--- src/rtl/branch_predictor_f_if.sv ---
// ============================================================================
// Module      : branch_predictor_f_if
// Description : Fetch-lookup, resolved-branch update and statistics signals
//               exchanged between the fetch/decode pipeline and the predictor.
// Revision    : 1.0 - initial release
// ============================================================================
`default_nettype none

interface branch_predictor_f_if;
    logic [31:0] iPCF;
    logic        iUpdateEn;
    logic [31:0] iUpdatePC;
    logic        iUpdateTaken;
    logic [31:0] iUpdateTarget;
    logic        iMispredict;
    logic        iInvalidate;
    logic        oPCSrcF;
    logic [31:0] oBranchTarget;
    logic [31:0] oBranchCount;
    logic [31:0] oMispredictCount;

    modport master (
        output iPCF, iUpdateEn, iUpdatePC, iUpdateTaken, iUpdateTarget,
               iMispredict, iInvalidate,
        input  oPCSrcF, oBranchTarget, oBranchCount, oMispredictCount
    );

    modport slave (
        input  iPCF, iUpdateEn, iUpdatePC, iUpdateTaken, iUpdateTarget,
               iMispredict, iInvalidate,
        output oPCSrcF, oBranchTarget, oBranchCount, oMispredictCount
    );
endinterface

`default_nettype wire

--- src/rtl/branch_predictor_f.sv ---
// ============================================================================
// Module      : branch_predictor_f
// Description : Direct-mapped BTB with 2-bit saturating direction counters,
//               combinational fetch lookup and saturating branch statistics.
// Revision    : 1.0 - initial release
// ============================================================================
`default_nettype none

module branch_predictor_f #(
    parameter int ENTRIES = 16
) (
    input  wire logic             iClk,
    input  wire logic             iRst,
    branch_predictor_f_if.slave   bp
);

    localparam int          IDXW      = $clog2(ENTRIES);
    localparam int          TAGW      = 30 - IDXW;
    localparam logic [1:0]  c_CTR_RST = 2'b01;
    localparam logic [1:0]  c_CTR_NEW = 2'b10;
    localparam logic [31:0] c_CNT_MAX = 32'hFFFF_FFFF;

    logic              r_valid  [ENTRIES];
    logic [TAGW-1:0]   r_tag    [ENTRIES];
    logic [31:0]       r_target [ENTRIES];
    logic [1:0]        r_ctr    [ENTRIES];
    logic [31:0]       r_branch_count;
    logic [31:0]       r_mispredict_count;

    logic [IDXW-1:0]   w_lk_idx;
    logic [TAGW-1:0]   w_lk_tag;
    logic              w_lk_hit;
    logic [IDXW-1:0]   w_up_idx;
    logic [TAGW-1:0]   w_up_tag;
    logic              w_up_hit;

    assign w_lk_idx = bp.iPCF[IDXW+1:2];
    assign w_lk_tag = bp.iPCF[31:IDXW+2];
    assign w_lk_hit = r_valid[w_lk_idx] && (r_tag[w_lk_idx] == w_lk_tag);

    assign w_up_idx = bp.iUpdatePC[IDXW+1:2];
    assign w_up_tag = bp.iUpdatePC[31:IDXW+2];
    assign w_up_hit = r_valid[w_up_idx] && (r_tag[w_up_idx] == w_up_tag);

    // Lookup reads the pre-edge table: no bypass from a same-cycle update.
    assign bp.oPCSrcF          = w_lk_hit && r_ctr[w_lk_idx][1];
    assign bp.oBranchTarget    = w_lk_hit ? r_target[w_lk_idx] : 32'h0;
    assign bp.oBranchCount     = r_branch_count;
    assign bp.oMispredictCount = r_mispredict_count;

    always_ff @(posedge iClk or negedge iRst) begin
        if (!iRst) begin
            for (int i = 0; i < ENTRIES; i++) begin
                r_valid[i]  <= 1'b0;
                r_tag[i]    <= '0;
                r_target[i] <= 32'h0;
                r_ctr[i]    <= c_CTR_RST;
            end
        end else if (bp.iInvalidate) begin
            // Only valid bits clear; counters and targets are retained.
            for (int i = 0; i < ENTRIES; i++) begin
                r_valid[i] <= 1'b0;
            end
        end else if (bp.iUpdateEn) begin
            if (w_up_hit) begin
                if (bp.iUpdateTaken) begin
                    r_target[w_up_idx] <= bp.iUpdateTarget;
                    if (r_ctr[w_up_idx] != 2'b11) begin
                        r_ctr[w_up_idx] <= r_ctr[w_up_idx] + 2'b01;
                    end
                end else if (r_ctr[w_up_idx] != 2'b00) begin
                    r_ctr[w_up_idx] <= r_ctr[w_up_idx] - 2'b01;
                end
            end else if (bp.iUpdateTaken) begin
                r_valid[w_up_idx]  <= 1'b1;
                r_tag[w_up_idx]    <= w_up_tag;
                r_target[w_up_idx] <= bp.iUpdateTarget;
                r_ctr[w_up_idx]    <= c_CTR_NEW;
            end
        end
    end

    always_ff @(posedge iClk or negedge iRst) begin
        if (!iRst) begin
            r_branch_count     <= 32'h0;
            r_mispredict_count <= 32'h0;
        end else if (bp.iUpdateEn) begin
            if (r_branch_count != c_CNT_MAX) begin
                r_branch_count <= r_branch_count + 32'h1;
            end
            if (bp.iMispredict && (r_mispredict_count != c_CNT_MAX)) begin
                r_mispredict_count <= r_mispredict_count + 32'h1;
            end
        end
    end

endmodule

`default_nettype wire

--- src/flat_wrapper.sv ---
// flat-port wrapper written by rule: the top's interface ports become plain ports
module branch_predictor_f_flat 
#(
    parameter int ENTRIES = 16
)
  (iClk, iRst, bp_iPCF, bp_iUpdateEn, bp_iUpdatePC, bp_iUpdateTaken, bp_iUpdateTarget, bp_iMispredict, bp_iInvalidate, bp_oPCSrcF, bp_oBranchTarget, bp_oBranchCount, bp_oMispredictCount);
  branch_predictor_f_if bp_i ();
  input  wire logic iClk;
  input  wire logic iRst;
  input wire logic [$bits(bp_i.iPCF)-1:0] bp_iPCF;
  input wire logic [$bits(bp_i.iUpdateEn)-1:0] bp_iUpdateEn;
  input wire logic [$bits(bp_i.iUpdatePC)-1:0] bp_iUpdatePC;
  input wire logic [$bits(bp_i.iUpdateTaken)-1:0] bp_iUpdateTaken;
  input wire logic [$bits(bp_i.iUpdateTarget)-1:0] bp_iUpdateTarget;
  input wire logic [$bits(bp_i.iMispredict)-1:0] bp_iMispredict;
  input wire logic [$bits(bp_i.iInvalidate)-1:0] bp_iInvalidate;
  output wire logic [$bits(bp_i.oPCSrcF)-1:0] bp_oPCSrcF;
  output wire logic [$bits(bp_i.oBranchTarget)-1:0] bp_oBranchTarget;
  output wire logic [$bits(bp_i.oBranchCount)-1:0] bp_oBranchCount;
  output wire logic [$bits(bp_i.oMispredictCount)-1:0] bp_oMispredictCount;
  assign bp_i.iPCF = bp_iPCF;
  assign bp_i.iUpdateEn = bp_iUpdateEn;
  assign bp_i.iUpdatePC = bp_iUpdatePC;
  assign bp_i.iUpdateTaken = bp_iUpdateTaken;
  assign bp_i.iUpdateTarget = bp_iUpdateTarget;
  assign bp_i.iMispredict = bp_iMispredict;
  assign bp_i.iInvalidate = bp_iInvalidate;
  assign bp_oPCSrcF = bp_i.oPCSrcF;
  assign bp_oBranchTarget = bp_i.oBranchTarget;
  assign bp_oBranchCount = bp_i.oBranchCount;
  assign bp_oMispredictCount = bp_i.oMispredictCount;
  branch_predictor_f #(.ENTRIES(ENTRIES)) u_core (.iClk(iClk), .iRst(iRst), .bp(bp_i));
endmodule
--- config.mk ---
export PLATFORM = sky130hd
export DESIGN_NAME = branch_predictor_f_flat
export DESIGN_NICKNAME = d
export VERILOG_FILES = /design/src/rtl/branch_predictor_f_if.sv /design/src/rtl/branch_predictor_f.sv /design/src/flat_wrapper.sv
export SDC_FILE = /design/constraint.sdc
export NUM_CORES = 2
export LEC_CHECK = 0
export CELL_PAD_IN_SITES_DETAIL_PLACEMENT = 0
export CELL_PAD_IN_SITES_GLOBAL_PLACEMENT = 2
export CORE_MARGIN = 1.5
export CORE_UTILIZATION = 49
export DETAILED_ROUTE_END_ITERATION = 8
export PLACE_DENSITY_LB_ADDON = 0.1
export SLEW_MARGIN = 30
export SYNTH_ARGS = -nofsm -noshare
export SYNTH_HDL_FRONTEND = slang
export SYNTH_SLANG_ARGS = --single-unit
--- constraint.sdc ---
create_clock -name iClk -period 16.9 [get_ports iClk]
set_clock_uncertainty 0.1 [all_clocks]
set_input_delay 3.38 -clock iClk [delete_from_list [all_inputs] [get_ports iClk]]
set_output_delay 3.38 -clock iClk [all_outputs]
set_load 0.03 [all_outputs]
==> results.txt <==
- Die area: 108000 um2
* Post-synthesis share of cell area spent on full adders, half adders and majority gates: 0.0965%
- In this run the cell area of the synthesized design comes to 51800 um2.
- Iteration count of the initial detailed-routing pass: 6
* WP data arrival: 8.55 ns
* Slew margin rel.: 31.6%
- Crit Path Category: primary input to primary output
- Summed over all layers, the global routing overflow is 0.
* Combinational cell fraction of total power: 14.8%
- Run status: finished, final reports clean
* Mean instance size in the synthesized netlist: 15.2 um2
- FFs w/ async S/R, synth: 100%
* Post-synthesis cell type count: 68
* Fraction of the mapped netlist area in simple logic gates: 3.86%
- In this run the critical register-to-register path is launched from u_core.r_tag[111]$_DFFE_PN0P_.
- Dividing the detail-routed wire length by the instance count gives 29.2 um.
- For this design, the CTS-stage hold fixing added 0 buffers.
* Total negative slack for setup checks: 0 ns
* RSZ-0062 raised after global routing: false
- TritonCTS built the clock tree.
* Tmin final: 12.03 ns
- Vias in the first global route: 33900
- For this run, the register share of the synthesized area comes to 50.2%.
* Terminus of the critical flop-to-flop path: u_core.r_tag[333]$_DFFE_PN0P_
- Pin slew with the least headroom to its limit: 1.02 ns
* Max-slew violations: 0
* Gate Count Post-Synth: 3410
* Initial DRC count: 2110
* Critical path launch point: bp_iPCF[2]
- The clock network burns 38.5% of the power.
* IO Count: 199
- Net Sw Power: 1.65 mW
- The placed instances occupy a cell area of 54700 um2.
- Clk slew on worst S/H paths: 0.06 ns
- During placement, the flow inserted port buffers numbering 194.
- Post-synth EDFFs: 0
- Summing the areas of all xor and xnor instances in the mapped netlist gives 1.84% of the synthesized area.
- Final GP Congestion: 0.796
- Summing all non-filler instances in the final layout gives an area of 58600 um2.
* Critical path destination: bp_oBranchTarget[5]
- Sequential cells burn 46.7% of the power.
- Number of endpoints failing setup at the final stage: 0
* Root cell of the clock tree: sky130_fd_sc_hd__clkbuf_16
- Antenna violations before repair: 8
- Post-layout power: 6.44 mW
- Category of the worst setup path launch point: primary input
- During synthesis, Yosys emitted a total of 0 warnings.
* Maximum clock insertion buffer count: 3
- TritonCTS created 113 clock buffers.
- Synth Area in Compound Gates: 2.33%
* Utilization after layout: 55.7%
- After synthesis, the largest family of logic cells by area is multiplexers.
- Floorplan die height: 328 um
* Number of fill cells in the layout: 8451
- Switching share of total power: 25.7%
- Entering global routing, the biggest net connects 181 pins.
- Initial core utilization: 49.3%
* Total GRT Usage: 27.5%
- Total of cells resized after clock tree synthesis: 0
- Worst reg-to-reg path cell count: 10
- For the worst-skew pair, the clock arrives at the later sink with an insertion delay of 0.72 ns.
- The clock drives 1040 sinks.
- Post-Syn Nets: 3516
* Floorplan die width: 328 um
- The HPWL after detailed placement is 83600 um.
- After synthesis, the share of cell area in mux cells is 38.6%.
- The worst-case IR drop observed on VDD is 0.0927 mV.
* Total via count after detailed routing: 30900
- Classification of the worst-slack hold path: flop to flop
* # rows: 119
* Routed Wire Length: 145000 um
- Number of nets still failing antenna checks after routing: 0
- The clock tree synthesis step divided the H-tree into 3 levels.
- Standard cell core area: 105000 um2
- Top_reg_cell synth: sky130_fd_sc_hd__dfrtp_1
* Required time of the critical path: 13.42 ns
- The net count of the finished layout is 3588.
* Post-CTS setup repair buffer count: 0
- Maximum capacitance violations: 0
* Reported leakage power: 26.1 nW
- Power Density: 110 nW/um2
* Worst setup EP type: primary output
- DR vias/cell: 6.23
* Cell Int Power: 4.78 mW
- On the final layout, the worst hold slack is 0.393 ns.
- Static timing analysis puts the maximum clock frequency at 83.2 MHz.
- In the routed design, unresolved DRC markers number 0.
- The worst register-to-register path has a setup slack of 11.76 ns.
- Share of the clock period used by the worst path after layout: 71.2%
- Endpoints failing hold: 0
* Critical Path Fanout Max: 62
* Area growth from synthesis to final layout: 13.0%
* Count of state elements after synthesis: 1040
- In the final layout, the share of cells above drive strength 1 is 38.4%.
- First-pass GRT wire length: 222000 um
[cell families after synthesis]
logic type,after synthesis
multiplexers,1403
adder cells (fa/ha/maj),4
buffers and inverters,339
XOR/XNOR,109
flip-flops,1040
AND/OR/NAND/NOR,344
AO/OA/AOI/OAI,171
[power by group through the flow]
stage               logic [mW]  clock network (mW)  registers [mW]
finish                   0.953                2.48            3.01
global route              1.03                2.64            3.04
CTS                      0.962                2.53            3.00
detailed placement       0.959                   0            3.04
global placement         0.927                   0            3.01
floorplan                0.659                   0            3.00
[area by class of cell]
cell class	instances	area, um2	share of cell area, %
antenna	3	7.51	0.0128
sequential	1040	26000	44.5
inverter	46	173	0.295
multi-input combinational	2031	24400	41.6
timing repair buffer	250	2500	4.27
clock inverter	23	283	0.483
clock buffer	184	3470	5.92
tap	1391	1740	2.97
[metal layers]
layer | routed length (um) | vias to the layer above | part of all wire, % | GRT usage (%)
li1 | - | 13000 | - | -
met1 | 62900 | 17000 | 43 | 38.3
met2 | 72000 | 756 | 50 | 45.5
met3 | 6760 | 201 | 4.7 | 3.76
met4 | 3210 | 10 | 2.2 | 7.04
met5 | 57 | - | 0.039 | 0
[sequential cells by signal, indices dropped and copies added, names as in the netlist]
signal	cells
u_core.bp.oBranchCount	32
u_core.bp.oMispredictCount	32
u_core.r_ctr	32
u_core.r_tag	416
u_core.r_target	512
u_core.r_valid	16
[synthesized netlist by cell type (7+ instances only)]
library cell	instances	share of area, %
sky130_fd_sc_hd__a211o_1	17	0.29
sky130_fd_sc_hd__a21oi_1	22	0.21
sky130_fd_sc_hd__a221oi_1	7	0.12
sky130_fd_sc_hd__a22oi_1	45	0.65
sky130_fd_sc_hd__and2_1	8	0.097
sky130_fd_sc_hd__and3_1	10	0.12
sky130_fd_sc_hd__and4_1	8	0.14
sky130_fd_sc_hd__buf_1	37	0.27
sky130_fd_sc_hd__buf_2	26	0.25
sky130_fd_sc_hd__buf_4	20	0.29
sky130_fd_sc_hd__buf_6	23	0.50
sky130_fd_sc_hd__clkbuf_1	186	1.3
sky130_fd_sc_hd__dfrtp_1	1024	49
sky130_fd_sc_hd__dfstp_2	16	0.81
sky130_fd_sc_hd__inv_1	45	0.33
sky130_fd_sc_hd__mux2_1	248	5.4
sky130_fd_sc_hd__mux2_2	692	15
sky130_fd_sc_hd__mux2i_1	79	1.5
sky130_fd_sc_hd__mux4_2	384	17
sky130_fd_sc_hd__nand2_1	72	0.52
sky130_fd_sc_hd__nand2_8	10	0.39
sky130_fd_sc_hd__nand2b_1	9	0.11
sky130_fd_sc_hd__nand3_1	23	0.22
sky130_fd_sc_hd__nand4_1	22	0.27
sky130_fd_sc_hd__nor2_1	60	0.43
sky130_fd_sc_hd__nor2b_1	44	0.53
sky130_fd_sc_hd__nor3_1	14	0.14
sky130_fd_sc_hd__nor3b_1	16	0.23
sky130_fd_sc_hd__nor4_1	26	0.31
sky130_fd_sc_hd__o211ai_1	16	0.23
sky130_fd_sc_hd__o21ai_0	29	0.28
sky130_fd_sc_hd__o22ai_1	7	0.084
sky130_fd_sc_hd__xnor2_1	70	1.2
sky130_fd_sc_hd__xor2_1	39	0.66
[critical path: stages]
cell	delay (ns)
sky130_fd_sc_hd__buf_8	0.60
sky130_fd_sc_hd__buf_6	0.58
sky130_fd_sc_hd__buf_4	0.79
sky130_fd_sc_hd__mux4_2	0.60
sky130_fd_sc_hd__mux4_2	0.48
sky130_fd_sc_hd__xor2_1	0.15
sky130_fd_sc_hd__nor3_1	0.39
sky130_fd_sc_hd__nand4_1	0.19
sky130_fd_sc_hd__buf_4	0.28
sky130_fd_sc_hd__nor2b_1	0.18
sky130_fd_sc_hd__clkdlybuf4s50_1	0.74
[placed cells by master, fill, tap and decap left out, types with 17 or more instances in the layout]
cell,n
sky130_fd_sc_hd__clkbuf_16,114
sky130_fd_sc_hd__o21ai_0,29
sky130_fd_sc_hd__nor2_1,43
sky130_fd_sc_hd__a21oi_1,22
sky130_fd_sc_hd__mux2i_1,79
sky130_fd_sc_hd__inv_1,44
sky130_fd_sc_hd__buf_4,45
sky130_fd_sc_hd__nand4_1,22
sky130_fd_sc_hd__a22oi_1,45
sky130_fd_sc_hd__xor2_1,39
sky130_fd_sc_hd__nand3_1,23
sky130_fd_sc_hd__nor2b_1,42
sky130_fd_sc_hd__xnor2_1,70
sky130_fd_sc_hd__nand2_1,72
sky130_fd_sc_hd__clkdlybuf4s50_1,186
sky130_fd_sc_hd__mux2_1,248
sky130_fd_sc_hd__clkbuf_1,35
sky130_fd_sc_hd__dfrtp_1,1024
sky130_fd_sc_hd__clkbuf_8,35
sky130_fd_sc_hd__mux4_2,384
sky130_fd_sc_hd__a211o_1,17
sky130_fd_sc_hd__mux2_2,692
sky130_fd_sc_hd__nor4_1,26
[how the worst min path moves through the flow]
stage / from / to / slack (ns) / cells after the start
CTS: u_core.bp.oMispredictCount[8]$_DFFE_PN0P_ / u_core.bp.oMispredictCount[8]$_DFFE_PN0P_ / 0.39 / 1
detailed placement: u_core.bp.oMispredictCount[8]$_DFFE_PN0P_ / u_core.bp.oMispredictCount[8]$_DFFE_PN0P_ / 0.38 / 1
floorplan: u_core.r_valid[15]$_DFFE_PN0P_ / u_core.r_valid[15]$_DFFE_PN0P_ / 0.37 / 2
global route: u_core.r_target[122]$_DFFE_PN0P_ / u_core.r_target[122]$_DFFE_PN0P_ / 0.41 / 1
finish: u_core.bp.oMispredictCount[8]$_DFFE_PN0P_ / u_core.bp.oMispredictCount[8]$_DFFE_PN0P_ / 0.39 / 1
global placement: u_core.bp.oBranchCount[20]$_DFFE_PN0P_ / u_core.bp.oBranchCount[20]$_DFFE_PN0P_ / 0.38 / 1
[per-stage QoR]
stage	std cells	worst slack [ns]
finish	4968	4.87
CTS	4962	4.50
global route	4967	4.49
detailed placement	4755	4.52
global placement	4755	4.55
floorplan	3410	6.54
Note: power is estimated with default switching activity, not from simulation.
